===== config.mk =====
export PLATFORM = sky130hd
export DESIGN_NAME = code_issue
export DESIGN_NICKNAME = d
export VERILOG_FILES = /design/src/rtl/code_pkg.sv /design/src/rtl/code_fifo.sv /design/src/rtl/code_issue.sv
export SDC_FILE = /design/constraint.sdc
export NUM_CORES = 1
export LEC_CHECK = 0
export ABC_AREA = 0
export CAP_MARGIN = 20
export CORE_UTILIZATION = 45
export DETAILED_ROUTE_END_ITERATION = 6
export PLACE_DENSITY_LB_ADDON = 0.15
export REMOVE_ABC_BUFFERS = 1
export SLEW_MARGIN = 0
export SYNTH_ARGS = -nofsm -noshare
export SYNTH_HDL_FRONTEND = slang
export SYNTH_SLANG_ARGS = --single-unit

===== constraint.sdc =====
create_clock -name clk -period 3.5 [get_ports clk]
set_input_delay 0.7 -clock clk [delete_from_list [all_inputs] [get_ports clk]]
set_output_delay 0.7 -clock clk [all_outputs]
set_load 0.02 [all_outputs]

===== src/rtl/code_pkg.sv =====
// Shared definitions for the datapath instruction word.
// Holds the field widths, the packing format selector encoding, the opcode
// values shared with the datapath field decoder, and the issuer state type.
package code_pkg;

  localparam int op_size      = 4;
  localparam int param_a_size = 4;
  localparam int param_b_size = 4;
  localparam int code_size    = op_size + param_a_size + param_b_size;

  // Packing format selector carried on in_fmt.
  localparam logic FMT_SPLIT = 1'b0;
  localparam logic FMT_COST  = 1'b1;

  // Opcodes understood by the datapath decoder.
  localparam logic [op_size-1:0] OP_NOP   = 4'h0;
  localparam logic [op_size-1:0] OP_LOAD  = 4'h1;
  localparam logic [op_size-1:0] OP_STORE = 4'h2;
  localparam logic [op_size-1:0] OP_DENSE = 4'h3;
  localparam logic [op_size-1:0] OP_ACT   = 4'h4;
  localparam logic [op_size-1:0] OP_COST  = 4'h9;

  typedef enum logic {
    ST_IDLE  = 1'b0,
    ST_ISSUE = 1'b1
  } issue_state_t;

endpackage


===== src/rtl/code_fifo.sv =====
// Generic synchronous FIFO.
// Ports:
//   clk, rst_n      clock and asynchronous active-low reset
//   flush           synchronous clear of pointers and count (wins over push/pop)
//   push, push_data write an entry (ignored while full)
//   pop             discard the head entry (ignored while empty)
//   head_data       entry at the head (don't-care while empty)
//   full, empty     occupancy flags
//   count           number of occupied entries
module code_fifo #(
  parameter int width = 8,
  parameter int depth = 4
) (
  input  logic                     clk,
  input  logic                     rst_n,
  input  logic                     flush,
  input  logic                     push,
  input  logic [width-1:0]         push_data,
  input  logic                     pop,
  output logic [width-1:0]         head_data,
  output logic                     full,
  output logic                     empty,
  output logic [$clog2(depth):0]   count
);

  localparam int ptr_w = $clog2(depth);
  localparam int cnt_w = ptr_w + 1;
  localparam logic [cnt_w-1:0] full_cnt = cnt_w'(depth);

  logic [width-1:0] mem [depth];
  logic [ptr_w-1:0] wr_ptr;
  logic [ptr_w-1:0] rd_ptr;
  logic [cnt_w-1:0] cnt;
  logic             do_push;
  logic             do_pop;

  assign full      = (cnt == full_cnt);
  assign empty     = (cnt == '0);
  assign count     = cnt;
  assign head_data = mem[rd_ptr];

  assign do_push = push && !full && !flush;
  assign do_pop  = pop && !empty && !flush;

  // Storage needs no reset; emptiness is tracked by cnt alone.
  always_ff @(posedge clk) begin
    if (do_push) begin
      mem[wr_ptr] <= push_data;
    end
  end

  // Depth is a power of two, so pointer wrap is plain overflow.
  always_ff @(posedge clk or negedge rst_n) begin
    if (!rst_n) begin
      wr_ptr <= '0;
      rd_ptr <= '0;
      cnt    <= '0;
    end else if (flush) begin
      wr_ptr <= '0;
      rd_ptr <= '0;
      cnt    <= '0;
    end else begin
      if (do_push) begin
        wr_ptr <= wr_ptr + 1'b1;
      end
      if (do_pop) begin
        rd_ptr <= rd_ptr + 1'b1;
      end
      case ({do_push, do_pop})
        2'b10:   cnt <= cnt + 1'b1;
        2'b01:   cnt <= cnt - 1'b1;
        default: cnt <= cnt;
      endcase
    end
  end

endmodule


===== src/rtl/code_issue.sv =====
// Instruction word encoder/issuer: the inverse of the datapath field decoder.
// Packs host-supplied fields into {op, act, dense} or {op, cost}, buffers the
// words with a per-entry repeat count, and issues each entry repeat+1 times
// over a valid/ready handshake.
//
// state    | meaning
// ---------+-----------------------------------------------------------
// ST_IDLE  | FIFO empty, nothing presented to the datapath
// ST_ISSUE | head entry presented; rep_cnt counts beats already issued
//
// Ports:
//   clk, rst_n                          clock, async active-low reset
//   in_valid / in_ready                 host handshake (in_ready = !full)
//   in_fmt                              FMT_SPLIT or FMT_COST packing
//   in_op, in_act_type, in_dense_type   split-format fields
//   in_cost_type                        combined cost field
//   in_repeat                           extra issues of this entry
//   flush                               drop all entries and repeat state
//   out_valid / out_ready               datapath handshake
//   code                                packed word, 0 when empty
//   out_last                            final beat of the head entry
//   count                               occupied FIFO entries
module code_issue
  import code_pkg::*;
#(
  parameter int depth        = 4,
  parameter int repeat_width = 4
) (
  input  logic                               clk,
  input  logic                               rst_n,
  input  logic                               in_valid,
  output logic                               in_ready,
  input  logic                               in_fmt,
  input  logic [op_size-1:0]                 in_op,
  input  logic [param_a_size-1:0]            in_act_type,
  input  logic [param_b_size-1:0]            in_dense_type,
  input  logic [param_a_size+param_b_size-1:0] in_cost_type,
  input  logic [repeat_width-1:0]            in_repeat,
  input  logic                               flush,
  output logic                               out_valid,
  input  logic                               out_ready,
  output logic [code_size-1:0]               code,
  output logic                               out_last,
  output logic [$clog2(depth):0]             count
);

  localparam int entry_w = code_size + repeat_width;
  localparam int cnt_w   = $clog2(depth) + 1;

  logic [code_size-1:0]    word;
  logic [entry_w-1:0]      head_data;
  logic [code_size-1:0]    head_word;
  logic [repeat_width-1:0] head_repeat;
  logic [repeat_width-1:0] rep_cnt;
  logic [cnt_w-1:0]        fifo_count;
  logic                    fifo_full;
  logic                    fifo_empty;
  logic                    push;
  logic                    beat;
  logic                    last_beat;
  logic                    pop;

  issue_state_t state, state_next;

  always_comb begin
    word = '0;
    if (in_fmt == FMT_COST) begin
      word = {in_op, in_cost_type};
    end else begin
      word = {in_op, in_act_type, in_dense_type};
    end
  end

  assign push = in_valid && in_ready && !flush;

  code_fifo #(
    .width (entry_w),
    .depth (depth)
  ) u_fifo (
    .clk       (clk),
    .rst_n     (rst_n),
    .flush     (flush),
    .push      (push),
    .push_data ({word, in_repeat}),
    .pop       (pop),
    .head_data (head_data),
    .full      (fifo_full),
    .empty     (fifo_empty),
    .count     (fifo_count)
  );

  assign head_word   = head_data[entry_w-1:repeat_width];
  assign head_repeat = head_data[repeat_width-1:0];

  assign in_ready  = !fifo_full;
  assign count     = fifo_count;
  assign out_valid = !fifo_empty;
  assign code      = out_valid ? head_word : '0;
  assign last_beat = (rep_cnt == head_repeat);
  assign out_last  = out_valid && last_beat;
  assign beat      = out_valid && out_ready;
  assign pop       = beat && last_beat && !flush;

  always_ff @(posedge clk or negedge rst_n) begin
    if (!rst_n) begin
      state <= ST_IDLE;
    end else begin
      state <= state_next;
    end
  end

  always_comb begin
    state_next = state;
    case (state)
      ST_IDLE: begin
        if (push) begin
          state_next = ST_ISSUE;
        end
      end
      ST_ISSUE: begin
        if (flush) begin
          state_next = ST_IDLE;
        end else if (pop && (fifo_count == cnt_w'(1)) && !push) begin
          state_next = ST_IDLE;
        end
      end
      default: state_next = ST_IDLE;
    endcase
  end

  // rep_cnt counts beats already issued for the head; it returns to zero
  // whenever the head is popped so the next entry starts fresh.
  always_ff @(posedge clk or negedge rst_n) begin
    if (!rst_n) begin
      rep_cnt <= '0;
    end else if (flush || state == ST_IDLE) begin
      rep_cnt <= '0;
    end else if (beat) begin
      if (last_beat) begin
        rep_cnt <= '0;
      end else begin
        rep_cnt <= rep_cnt + 1'b1;
      end
    end
  end

endmodule


==> results.md, run 1 <==
- DRC errors left: 0
- Worst setup path start: u_fifo.rd_ptr[0]$_DFFE_PN0P_
- Worst min path class: flop to flop
- Top Ports: 48
- Switching part of the total power: 23.4%
- Yosys reg bits: 76
- NumNets Final: 290
- Int Pwr: 1.65 mW
- Total core area: 0.00721 sq mm
- Clk sink count: 76
- Syn-to-layout area delta: 25.3%
- Max stage delay on crit path: 0.56 ns
- Die width: 88.2 um
- Diodes inserted: 0
- Worst-path fanout max: 11
- Cell taking the most area after synthesis: edfxtp_1
- Top FF cell, synth: edfxtp_1
- Headroom to the max-slew limit: 58.6%
- Critical Path AT: 2.43 ns
- Final period utilization: 89.3%
- Routed length per instance: 16.3 um
- Startpoint types: flop
- Row count: 31
- Number of flops mapped to enable cells by yosys: 64
- Max-slew violation count: 0
- Avg Inst Size Synth: 17.2 sq um
- Critical path class: flop to primary output
- Dpl hpwl: 3720 um
- MaxCap Viol Count: 0
- CTS buffer count: 9
- Buffers on Ports: 47
- Post-CTS Setup Repair Bufs: 0
- H-tree depth: 3
- Vias/cell: 5.08
- Clock Tree Buf Depth: 2
- Pwr per Cell Area: 514 mW/mm^2
- Antenna violations before repair: 0
- Final total power: 2.15 mW
- Fmax: 320 MHz
- Layout cell share with drive strength beyond 1: 17.2%
- Root Driver: clkbuf_8
- Clk_lat worst skew: 0.35 ns
- RSZ-0062 raised after global routing: false
- Gr ovfl total: 0
- Worst flop-to-flop path startpoint: u_fifo.count[0]$_DFFE_PN0P_
- Post-Syn Area: 0.00334 sq mm
- Fin Setup TNS: 0 ns
- First-pass GRT wire length: 9180 um
- Die height: 88.2 um
- Worst-path cell chain: buf_4, mux4_1, and2_1, clkdlybuf4s50_1
- Routed wire length: 5800 um
- Status: complete, no violations
- Async SR Flop Fraction: 15.8%
- Final setup viols: 0
- Crit path capture type: primary output
- ANT nets after route: 0
- Top cell type's share of synthesized area: 57.5%
- Clock Power Share: 36.6%
- Gate power share: 15.4%
- Initial core utilization: 46.4%
- CP required: 2.80 ns
- Sequential share of power: 47.9%
- Max Clock Skew: 0.00880 ns
- Start point of the worst hold path: state$_DFF_PN0_
- First-pass iteration count of the detailed router: 4
- CTS tree: yes
- Final min period: 3.13 ns
- Largest net degree at the start of global routing: 17
- Synth Warn #: 0
- Cells after Synth: 195
- Worst-path clk slew: 0.08 ns
- Number of hold buffers added after cts: 0
- Routability Congestion: 0.755
- Post_cts resized: 1
- Vias: 1804
- Net switching power: 505 uW
- Leakage: 1.48 nW
- Worst-Margin Slew: 0.619 ns
- Max VDD drop: 249 uV
- Critical path's slowest cell: mux4_1
- Fin. Hold Viols: 0
- Die ar.: 0.00778 sq mm
- Synth top cells by count: 64 x edfxtp_1, 18 x and2_1, 12 x dfrtp_1, 12 x nand2_1
- Sequential share of the synthesized area: 66.4%
- Post-synth cell types: 30
- DRT iter0 DRCs: 85
- Cell with the most instances after synthesis: edfxtp_1
- Vias in the first global route: 1814
- GRT Total Usage: 17.0%
- Top post-synthesis cells by area: edfxtp_1 57%, dfrtp_1 9.0%, mux4_2 6.1%
-- metrics by stage --
| step | std cells | utilization (%) | area [sq um] | setup slack, ns | hold WS [ns] |
|---|---|---|---|---|---|
| 6_report | 355 | 58.1 | 4190 | 0.373 | 0.551 |
| 5_1_grt | 355 | 58.1 | 4190 | 0.229 | 0.570 |
| 3_3_place_gp | 339 | 54.7 | 3950 | 0.361 | 0.527 |
| 4_1_cts | 355 | 58.0 | 4190 | 0.0366 | 0.555 |
| 3_5_place_dp | 339 | 54.7 | 3950 | 0.323 | 0.543 |
| 2_1_floorplan | 187 | - | 3310 | 0.493 | 0.404 |
-- worst max-delay path: cells and delay by family (launching register included) --
family                 cells  cell delay [ns]
DFF                        1             0.49
buffers and inverters      2             0.84
muxes                      1             0.56
and+or+nand+nor            1             0.19
-- layer usage --
| metal | routed length [um] | vias to the layer above | track usage [%] |
|---|---|---|---|
| met5 | 0 | - | 0 |
| met4 | 111 | 0 | 8.21 |
| met3 | 238 | 9 | 4.10 |
| met2 | 2900 | 44 | 27.7 |
| met1 | 2550 | 906 | 21.4 |
| li1 | - | 845 | - |
-- logic make-up after synthesis --
family	count (synthesis)	synth area share, %
fa+ha+maj	10	3.67
xor+xnor	10	2.84
flops	76	66.4
mux	26	15.2
compound gates	10	1.76
simple gates	48	8.23
buf+inv	15	1.91
-- sequential cells by signal, summed over array words and instances, names as in the netlist --
signal,flops
u_fifo.rd_ptr,2
u_fifo.count,3
u_fifo.mem,64
state,1
u_fifo.wr_ptr,2
rep_cnt,4
-- final timing paths --
kind	endpoint	slack, ns	cells after the start
worst max-delay path	code[1]	0.37	4
min in group asynchronous	u_fifo.count[2]$_DFFE_PN0P_	0.72	1
max in group asynchronous	u_fifo.rd_ptr[0]$_DFFE_PN0P_	2.36	1
worst min register to register	state$_DFF_PN0_	0.55	2
worst max register to register	u_fifo.count[2]$_DFFE_PN0P_	0.92	7
worst min-delay path	state$_DFF_PN0_	0.55	2
-- placed cells by master (no fill, tap or decap), types with 2 or more instances in the layout --
cell type | Yosys | layout
bufinv_16 | 0 | 3
and2_1 | 18 | 18
clkinv_4 | 0 | 2
mux2_2 | 8 | 8
edfxtp_1 | 64 | 64
clkdlybuf4s50_1 | 0 | 46
dfrtp_1 | 12 | 11
clkbuf_8 | 0 | 9
a21oi_1 | 6 | 6
mux2_4 | 2 | 2
buf_4 | 0 | 6
nor2_1 | 9 | 9
ha_1 | 9 | 9
a211oi_1 | 2 | 2
nand2_1 | 12 | 12
nor3_1 | 2 | 2
mux4_2 | 9 | 9
mux4_1 | 7 | 7
inv_1 | 7 | 7
xnor2_1 | 8 | 8
-- cell type report --
| type | count | area [sq um] |
|---|---|---|
| Clock buffer | 10 | 128 |
| Clock inverter | 6 | 113 |
| Fill cell | 570 | 3020 |
| Inverter | 7 | 26.3 |
| Multi-Input combinational cell | 104 | 1060 |
| Sequential cell | 76 | 2220 |
| Tap cell | 99 | 124 |
| Timing Repair Buffer | 53 | 518 |
-- power groups by stage --
stage | clock (mW) | sequential, mW | combinational (mW)
floorplan | 0 | 1.06 | 0.169
global placement | 0 | 1.05 | 0.334
detailed placement | 0 | 1.05 | 0.337
CTS | 0.810 | 1.03 | 0.339
global route | 0.840 | 1.04 | 0.363
finish | 0.789 | 1.03 | 0.332
No activity file was read; power rests on OpenSTA's default activity.
==> inputs of run 2 (changes only) <==
--- a/config.mk
+++ b/config.mk
@@ -9,8 +9,10 @@
 export CAP_MARGIN = 20
 export CORE_UTILIZATION = 45
 export DETAILED_ROUTE_END_ITERATION = 6
+export GPL_ROUTABILITY_DRIVEN = 0
 export PLACE_DENSITY_LB_ADDON = 0.15
 export REMOVE_ABC_BUFFERS = 1
+export SKIP_CTS_REPAIR_TIMING = 1
 export SLEW_MARGIN = 0
 export SYNTH_ARGS = -nofsm -noshare
 export SYNTH_HDL_FRONTEND = slang
==> results of run 2 <==
No change in the layout: final DEF, timing and power equal those of run 1.
==> inputs of run 3 (changes only) <==
==> constraint.sdc (replaced) <==
create_clock -name clk -period 3.07 [get_ports clk]
set_input_delay 0.614 -clock clk [delete_from_list [all_inputs] [get_ports clk]]
set_output_delay 0.614 -clock clk [all_outputs]
set_load 0.02 [all_outputs]
==> run 3 against run 2 <==
- sequential share of layout area is 0.46 points lower
- clock skew is 0.0015 ns higher
- final area is 0.87% higher
- via count is 0.33% higher
- flip-flop and latch count stayed put
- critical path type unchanged
- largest cell class unchanged
==> results.md, run 3 (synthesis gave the netlist of run 1 again) <==
- First-pass iteration count of the detailed router: 4 (unchanged)
- Total core area: 0.00721 sq mm (unchanged)
- Row count: 31 (unchanged)
- Non-Filler Instances: 360 (was 355)
- Root Driver: clkbuf_8 (unchanged)
- Die height: 88.2 um (unchanged)
- ANT nets after route: 0 (unchanged)
- Most frequent cells in the layout: 64 x edfxtp_1, 46 x clkdlybuf4s50_1, 18 x and2_1 (unchanged)
- Die ar.: 0.00778 sq mm (unchanged)
- Antenna violations before repair: 0 (unchanged)
- Final setup viols: 0 (unchanged)
- Max reg flops: 64 (unchanged)
- Top Ports: 48 (unchanged)
- Diodes inserted: 0 (unchanged)
- Leakage: 1.50 nW (was 1.48 nW)
- Hold Path Cell Cnt: 2 (unchanged)
- Dpl hpwl: 3840 um (was 3720 um)
- Clk_lat worst skew: 0.34 ns (was 0.35 ns)
- Placed cell count: 344 (was 339)
- Routed length per instance: 16.1 um (was 16.3 um)
- Syn-to-layout area delta: 26.4% (was 25.3%)
- Clock Tree Buf Depth: 2 (unchanged)
- DRC errors left: 0 (unchanged)
- Largest net degree at the start of global routing: 17 (unchanged)
- R2R cell count: 7 (unchanged)
- Final core utilization: 58.6% (was 58.1%)
- Worst setup margin: 0.170 ns (was 0.373 ns)
- Pre-CTS setup slack: 0.275 ns (was 0.323 ns)
- Startpoint types: flop (unchanged)
- # fillers: 573 (was 570)
- Layout cell share with drive strength beyond 1: 19.2% (was 17.2%)
- Max-slew violation count: 0 (unchanged)
- Status: complete, no violations (unchanged)
- Critical Path AT: 2.29 ns (was 2.43 ns)
- Worst-Margin Slew: 0.573 ns (was 0.619 ns)
- Worst-path fanout max: 11 (unchanged)
- Die width: 88.2 um (unchanged)
- Final period utilization: 94.5%
- Critical path class: flop to primary output (unchanged)
- Buffers on Ports: 47 (unchanged)
- CP required: 2.46 ns (was 2.80 ns)
- Gr ovfl total: 0 (unchanged)
- MaxCap Viol Count: 0 (unchanged)
- Routed wire length: 5800 um (about the same)
- Crit path capture type: primary output (unchanged)
- Worst min path class: flop to flop (unchanged)
- Max Clock Skew: 0.0103 ns (was 0.00880 ns)
- Max VDD drop: 417 uV (was 249 uV)
- GRT Total Usage: 16.9% (was 17.0%)
- RSZ-0062 raised after global routing: false (unchanged)
- Fin. Hold Viols: 0 (unchanged)
- H-tree depth: 3 (unchanged)
- First-pass GRT wire length: 9070 um (was 9180 um)
- Largest reg by FF count: u_fifo.mem (unchanged)
- Fmax: 345 MHz
- DRT iter0 DRCs: 81 (was 85)
- Worst-path clk slew: 0.07 ns (was 0.08 ns)
- Final total power: 2.32 mW (was 2.15 mW)
- Vias in the first global route: 1817 (was 1814)
- Vias: 1810 (was 1804)
- Vias/cell: 5.03 (was 5.08)
- Commonest non-fill, non-tap cell in the layout: edfxtp_1 (unchanged)
- Final min period: 2.90 ns
- NumNets Final: 295 (was 290)
- Initial core utilization: 46.4% (unchanged)
- Clk sink count: 76 (unchanged)
- CTS buffer count: 9 (unchanged)
- Headroom to the max-slew limit: 61.7% (was 58.6%)
- Pwr per Cell Area: 550 mW/mm^2 (was 514 mW/mm^2)
- CTS tree: yes (unchanged)
-- run 3: changes by cell type in the layout (fill, tap and decap cells not counted), sizes merged --
cell,delta
clkbuf,+2
clkinv,-2
clkinvlp,+2
buf,+5
bufinv,-2
-- run 3: metrics by stage --
stage	setup TNS [ns]	area, sq um	hold slack, ns
final	0	4230	0.538
after global routing	0	4230	0.588
after CTS	-0.115	4200	0.537
after detailed placement	0	4010	0.528
after global placement	0	4010	0.527
after floorplan	0	3310	0.318
-- run 3: critical path, stage by stage, from the launching register on --
cell,delay (ns)
dfrtp_2,0.44
buf_6,0.22
mux4_1,0.55
and2_1,0.18
clkdlybuf4s50_1,0.55
-- run 3: metal layers --
layer	global-route usage, %	share of wire (%)	up-vias
li1	-	-	858
met1	20.9	43	903
met2	27.8	51	43
met3	4.01	3.8	6
met4	8.80	1.4	0
met5	0	0	-
-- run 3: path summary, 6_finish.rpt --
| check | from | endpoint | slack, ns |
|---|---|---|---|
| worst max-delay path | u_fifo.rd_ptr[0]$_DFFE_PN0P_ | code[1] | 0.17 |
| worst min-delay path | state$_DFF_PN0_ | state$_DFF_PN0_ | 0.54 |
| worst max register to register | u_fifo.rd_ptr[0]$_DFFE_PN0P_ | u_fifo.count[2]$_DFFE_PN0P_ | 0.60 |
| worst min register to register | state$_DFF_PN0_ | state$_DFF_PN0_ | 0.54 |
| max in group asynchronous | rst_n | u_fifo.rd_ptr[0]$_DFFE_PN0P_ | 2.02 |
| min in group asynchronous | rst_n | rep_cnt[0]$_DFFE_PN0P_ | 0.64 |
-- run 3: power breakdown --
group	switching, mW	internal [mW]	leakage [nW]
Combinational	0.203	0.201	0.662
Clock	0.344	0.397	0.0926
Sequential	0.0159	1.16	0.742
Total	0.564	1.76	1.50
-- run 3: final cells by class --
class | count | area, sq um | share of cell area (%)
clock buffer | 12 | 145 | 3.43
clock inverter | 4 | 50.0 | 1.18
inverter | 7 | 26.3 | 0.622
multi-input combinational | 104 | 1070 | 25.4
sequential | 76 | 2220 | 52.6
tap | 99 | 124 | 2.93
timing repair buffer | 58 | 584 | 13.8
